===== src/rtl/seg7_pkg.sv =====
// Shared constants for seven-segment drivers: lit-high hex segment table (a..g = bits 6..0)
// and segment bit positions.
package seg7_pkg;

  localparam int unsigned SEG_A = 6;
  localparam int unsigned SEG_B = 5;
  localparam int unsigned SEG_C = 4;
  localparam int unsigned SEG_D = 3;
  localparam int unsigned SEG_E = 2;
  localparam int unsigned SEG_F = 1;
  localparam int unsigned SEG_G = 0;

  localparam logic [6:0] SEG_BLANK = 7'h00;

  // Entry n is the lit pattern for hex digit n (entry 0 in the lowest slice).
  localparam logic [15:0][6:0] SEG7_HEX = {
    7'h47, 7'h4F, 7'h3D, 7'h4E, 7'h1F, 7'h77, 7'h7B, 7'h7F,
    7'h70, 7'h5F, 7'h5B, 7'h33, 7'h79, 7'h6D, 7'h30, 7'h7E
  };

endpackage


===== src/rtl/hex_to_seg7.sv =====
// Combinational hex nibble to seven-segment decoder, lit-high polarity.
module hex_to_seg7
  import seg7_pkg::*;
(
  input  logic [3:0] nibble,
  output logic [6:0] seg
);

  always_comb begin
    seg = SEG7_HEX[nibble];
  end

endmodule


===== src/rtl/seven_seg_mux_driver.sv =====
// Time-multiplexed N-digit seven-segment driver with per-slot anode blanking and
// frame-synchronous (tear-free) double-buffered display updates.
module seven_seg_mux_driver
  import seg7_pkg::*;
#(
  parameter int unsigned NUM_DIGITS   = 4,
  parameter int unsigned REFRESH_DIV  = 1024,
  parameter int unsigned BLANK_CYCLES = 16,
  parameter bit          ACTIVE_LOW   = 1'b1
) (
  input  logic                    clk,
  input  logic                    reset,
  input  logic                    load,
  input  logic [4*NUM_DIGITS-1:0] data,
  input  logic [NUM_DIGITS-1:0]   dp_in,
  input  logic [NUM_DIGITS-1:0]   digit_en,
  output logic [NUM_DIGITS-1:0]   an,
  output logic [6:0]              seg,
  output logic                    dp,
  output logic                    frame_start
);

  localparam int unsigned CNT_W = (REFRESH_DIV > 1) ? $clog2(REFRESH_DIV) : 1;
  localparam int unsigned IDX_W = (NUM_DIGITS > 1) ? $clog2(NUM_DIGITS) : 1;
  localparam logic [CNT_W-1:0] CNT_MAX   = CNT_W'(REFRESH_DIV - 1);
  localparam logic [CNT_W-1:0] CNT_BLANK = CNT_W'(BLANK_CYCLES);
  localparam logic [IDX_W-1:0] IDX_MAX   = IDX_W'(NUM_DIGITS - 1);

  if (NUM_DIGITS < 1 || NUM_DIGITS > 16) begin : g_bad_num_digits
    $error("NUM_DIGITS must be in 1..16");
  end
  if (REFRESH_DIV < BLANK_CYCLES + 2) begin : g_bad_refresh_div
    $error("REFRESH_DIV must be at least BLANK_CYCLES+2");
  end

  logic [CNT_W-1:0]        cnt_q, cnt_d;
  logic [IDX_W-1:0]        idx_q, idx_d;
  logic                    cnt_wrap, frame_end;

  logic [4*NUM_DIGITS-1:0] pend_data_q, act_data_q;
  logic [NUM_DIGITS-1:0]   pend_dp_q, act_dp_q;
  logic [NUM_DIGITS-1:0]   pend_en_q, act_en_q;

  logic [3:0]              cur_nibble;
  logic [6:0]              dec_seg;
  logic                    slot_lit;
  logic [NUM_DIGITS-1:0]   an_lit;
  logic [6:0]              seg_lit;
  logic                    dp_lit;

  logic [NUM_DIGITS-1:0]   an_q;
  logic [6:0]              seg_q;
  logic                    dp_q;
  logic                    frame_start_q;

  always_comb begin
    cnt_wrap  = (cnt_q == CNT_MAX);
    frame_end = cnt_wrap && (idx_q == IDX_MAX);
    cnt_d     = cnt_wrap ? '0 : cnt_q + 1'b1;
    idx_d     = idx_q;
    if (cnt_wrap) begin
      idx_d = (idx_q == IDX_MAX) ? '0 : idx_q + 1'b1;
    end
  end

  always_ff @(posedge clk) begin
    if (reset) begin
      cnt_q <= '0;
      idx_q <= '0;
    end else begin
      cnt_q <= cnt_d;
      idx_q <= idx_d;
    end
  end

  // A load coinciding with the frame boundary bypasses pending so it is shown next frame.
  always_ff @(posedge clk) begin
    if (reset) begin
      pend_data_q <= '0;
      pend_dp_q   <= '0;
      pend_en_q   <= '0;
      act_data_q  <= '0;
      act_dp_q    <= '0;
      act_en_q    <= '0;
    end else begin
      if (load) begin
        pend_data_q <= data;
        pend_dp_q   <= dp_in;
        pend_en_q   <= digit_en;
      end
      if (frame_end) begin
        act_data_q <= load ? data     : pend_data_q;
        act_dp_q   <= load ? dp_in    : pend_dp_q;
        act_en_q   <= load ? digit_en : pend_en_q;
      end
    end
  end

  always_comb begin
    cur_nibble = act_data_q[4*idx_q +: 4];
  end

  hex_to_seg7 u_hex_to_seg7 (
    .nibble (cur_nibble),
    .seg    (dec_seg)
  );

  always_comb begin
    slot_lit = (cnt_q >= CNT_BLANK) && act_en_q[idx_q];
    an_lit   = '0;
    if (slot_lit) begin
      an_lit[idx_q] = 1'b1;
    end
    seg_lit = slot_lit ? dec_seg : SEG_BLANK;
    dp_lit  = slot_lit && act_dp_q[idx_q];
  end

  always_ff @(posedge clk) begin
    if (reset) begin
      an_q          <= {NUM_DIGITS{ACTIVE_LOW}};
      seg_q         <= {7{ACTIVE_LOW}};
      dp_q          <= ACTIVE_LOW;
      frame_start_q <= 1'b0;
    end else begin
      an_q          <= an_lit ^ {NUM_DIGITS{ACTIVE_LOW}};
      seg_q         <= seg_lit ^ {7{ACTIVE_LOW}};
      dp_q          <= dp_lit ^ ACTIVE_LOW;
      frame_start_q <= (cnt_q == '0) && (idx_q == '0);
    end
  end

  assign an          = an_q;
  assign seg         = seg_q;
  assign dp          = dp_q;
  assign frame_start = frame_start_q;

endmodule


===== config.mk =====
export PLATFORM = sky130hd
export DESIGN_NAME = seven_seg_mux_driver
export DESIGN_NICKNAME = d
export VERILOG_FILES = /design/src/rtl/seg7_pkg.sv /design/src/rtl/hex_to_seg7.sv /design/src/rtl/seven_seg_mux_driver.sv
export SDC_FILE = /design/constraint.sdc
export NUM_CORES = 1
export LEC_CHECK = 0
export ABC_CLOCK_PERIOD_IN_PS = 3900
export CORE_MARGIN = 3
export CORE_UTILIZATION = 50
export CTS_CLUSTER_SIZE = 16
export DETAILED_ROUTE_END_ITERATION = 6
export GPL_ROUTABILITY_DRIVEN = 0
export PLACE_DENSITY = 0.73
export SLEW_MARGIN = 20
export SYNTH_ARGS = -nofsm -noshare
export SYNTH_HDL_FRONTEND = slang
export SYNTH_HIERARCHICAL = 1
export SYNTH_SLANG_ARGS = --single-unit

===== constraint.sdc =====
create_clock -name clk -period 3.9 [get_ports clk]
set_input_delay 0.78 -clock clk [delete_from_list [all_inputs] [get_ports clk]]
set_output_delay 0.78 -clock clk [all_outputs]
set_load 0.05 [all_outputs]

==> impl_metrics.json <==
{
  "cts.clk_slew.worst_paths_ns": 0.08,
  "fin_nets": 371,
  "initial_utilization_pct": 52.9,
  "antenna_found_initial": 0,
  "cpMostUsedCell": "inv_1",
  "crit_chain": "mux4_2, inv_1, ha_1, inv_1, mux4_1, nand2_1",
  "grt_pass1_wl_mm": 9.16,
  "num_vias": 2122,
  "yosysWarnings": 6,
  "routed_wl_mm": 5.60,
  "cts-htree-levels": 3,
  "synthFlopType": "dfxtp_1",
  "drt_iter0_markers": 82,
  "num_antenna_cells": 0,
  "post_cts_resized": 0,
  "avgViaCountPerCell": 5.16,
  "die_h_um": 86.1,
  "drc_errors": 0,
  "rsz0062_at_grt": "no",
  "cts_root_buf": "clkbuf_8",
  "grt_start_max_net_pins": 45,
  "whs_ns": 0.511,
  "synth_edf_count": 0,
  "fin_ws_ns": 1.56,
  "row_count": 28,
  "nFillCells": 505,
  "synth-async-reset-ratio_pct": 0,
  "io_buffers": 39,
  "ctsHoldBuffers": 0,
  "post-cts-setup-buffers": 0,
  "finalSetupViolCount": 0,
  "pre_cts_slack_ns": 1.53,
  "crit_start": "idx_q[0]$_SDFFE_PP0N_",
  "fin_skew_ns": 0.0127,
  "grt_use_total_pct": 16.0,
  "final_common_cell": "dfxtp_1",
  "finalCriticalPeriod_ns": 2.34,
  "routedWlPerCell_um": 13.6,
  "hold_viol": 0,
  "dpl_cell_area_um2": 3590,
  "dieArea_um2": 7410,
  "crit_path_max_fanout": 10,
  "maxSlewHeadroom_pct": 48.2,
  "r2r_start": "idx_q[0]$_SDFFE_PP0N_",
  "ys_seq_elements": 73,
  "maxCapViolations": 0,
  "cts_tree": "built",
  "critPathCaptureType": "flop",
  "status": "completed",
  "clock-sinks": 73,
  "period_share_pct": 59.9,
  "required_ns": 4.18,
  "gr-total-overflow": 0,
  "die_w_um": 86.1,
  "coreArea_um2": 6060,
  "dp_hpwl_mm": 3.84,
  "arrival_ns": 2.62,
  "drt-pass1-iter-count": 4,
  "cp_slowest_cell": "dfxtp_1",
  "power.total_uw": 1390,
  "drv_slew": 0,
  "slowest_delay_ns": 0.64,
  "path_buf_inv": 2,
  "path_class": "reg2reg",
  "crit_family": "multiplexers",
  "hold_path.class": "reg2reg",
  "io_pins": 40,
  "syn_area_um2": 3210,
  "synthTopCellsByArea": "dfxtp_1 (46%), mux2_2 (9.1%), mux2i_1 (8.1%), ha_1 (5.1%), nor2b_1 (4.9%)",
  "cts_buffer_depth": 2,
  "leakagePower_uw": 0.00150,
  "finish.instance_area_um2": 3780,
  "worst-slew-pin-transition_ns": 0.776,
  "numCtsBuffers": 9,
  "syn-num-nets": 337,
  "syn_avg_cell_area_um2": 10.8,
  "hold_depth": 2,
  "layout_common_cells": "dfxtp_1 (73), clkdlybuf4s50_1 (38), nor2_1 (29)",
  "syn_inst": 297,
  "worst_r2r_path_depth": 6,
  "layout-drive-gt1-share_pct": 17.6,
  "syn_to_final_growth_pct": 17.8,
  "synth_top_cell_by_area": "dfxtp_1",
  "startpoint_type": "flop",
  "ir_drop_mv": 0.224,
  "synth_top_cell_area_share_pct": 45.6,
  "grt_pass1_vias": 2003,
  "max_freq_ghz": 0.428,
  "min-delay-start": "pend_data_q[9]$_SDFF_PP0_",
  "clk-insertion-delay-late_ns": 0.34,
  "power_density_nw_per_um2": 367,
  "cp_num_cells": 6,
  "ant_nets": 0,
  "setup_tns_ns": 0,
  "yosysSeqAreaShare_pct": 45.6,
  "synthDistinctLibCells": 45
}
## worst min-delay path: stages (launching register included)
cell	delay, ns
dfxtp_1	0.31
mux2i_1	0.06
nor2_1	0.10
## cell type report
class	instances	area (um2)	area share, %
Inverter	11	41.3	1.09
Sequential cell	73	1460	38.7
Tap cell	75	93.8	2.49
Clock inverter	5	40.0	1.06
Multi-Input combinational cell	195	1600	42.3
Clock buffer	11	141	3.74
Timing Repair Buffer	41	400	10.6
## cell families (layout without fill, tap and decap cells)
logic type	count (synthesis)	count (layout)	share of synthesized area, %
flops	73	73	45.6
simple gates	99	99	16.5
compound gates	20	20	4.84
xor+xnor	3	3	0.820
buf+inv	29	68	4.57
mux	60	60	22.6
fa+ha+maj	13	13	5.07
## cell usage after synthesis, types with 3 or more instances
cell type  number
nor3_1          7
o21ai_0         3
mux2i_1        26
dfxtp_1        73
nor2b_1        25
nand4_1         6
ha_1           13
inv_1          11
nand3_1         3
buf_2           6
mux2_2         26
buf_6           4
clkbuf_1        7
nand2_1        15
mux4_2          6
nor2_1         29
a21oi_1         6
## flip-flops by register name, indices dropped and copies added, names as in the netlist
| name | cells |
|---|---|
| act_data_q | 16 |
| act_dp_q | 4 |
| act_en_q | 4 |
| an | 4 |
| cnt_q | 10 |
| dp | 1 |
| frame_start | 1 |
| idx_q | 2 |
| pend_data_q | 16 |
| pend_dp_q | 4 |
| pend_en_q | 4 |
| seg | 7 |
## routing by layer
layer | GRT usage, % | vias up | wire (um) | part of all wire, %
met3 | 3.75 | 8 | 205 | 3.7
met2 | 25.1 | 34 | 2530 | 45
met1 | 20.5 | 984 | 2780 | 50
li1 | - | 1096 | - | -
met4 | 8.20 | 0 | 82 | 1.5
met5 | 0 | - | 0 | 0
## power breakdown
group,switching [uW],total [uW],internal [uW],leakage [uW]
logic,39.6,83.8,44.3,0.000821
clock network,281,532,252,0.0000822
registers,7.28,770,763,0.000594
## worst paths after layout
kind / endpoint / slack (ns)
worst min register to register: pend_data_q[9]$_SDFF_PP0_ / 0.51
worst max register to register: seg[3]$_SDFF_PP1_ / 1.56
worst min-delay path: pend_data_q[9]$_SDFF_PP0_ / 0.51
worst max-delay path: seg[3]$_SDFF_PP1_ / 1.56
## per-stage QoR
stage	std cells	utilization (%)
after floorplan	297	-
after CTS	411	62.3
final	411	62.3
after global placement	395	59.3
after detailed placement	395	59.3
after global routing	411	62.3
Note: power is estimated with default switching activity, not from simulation.
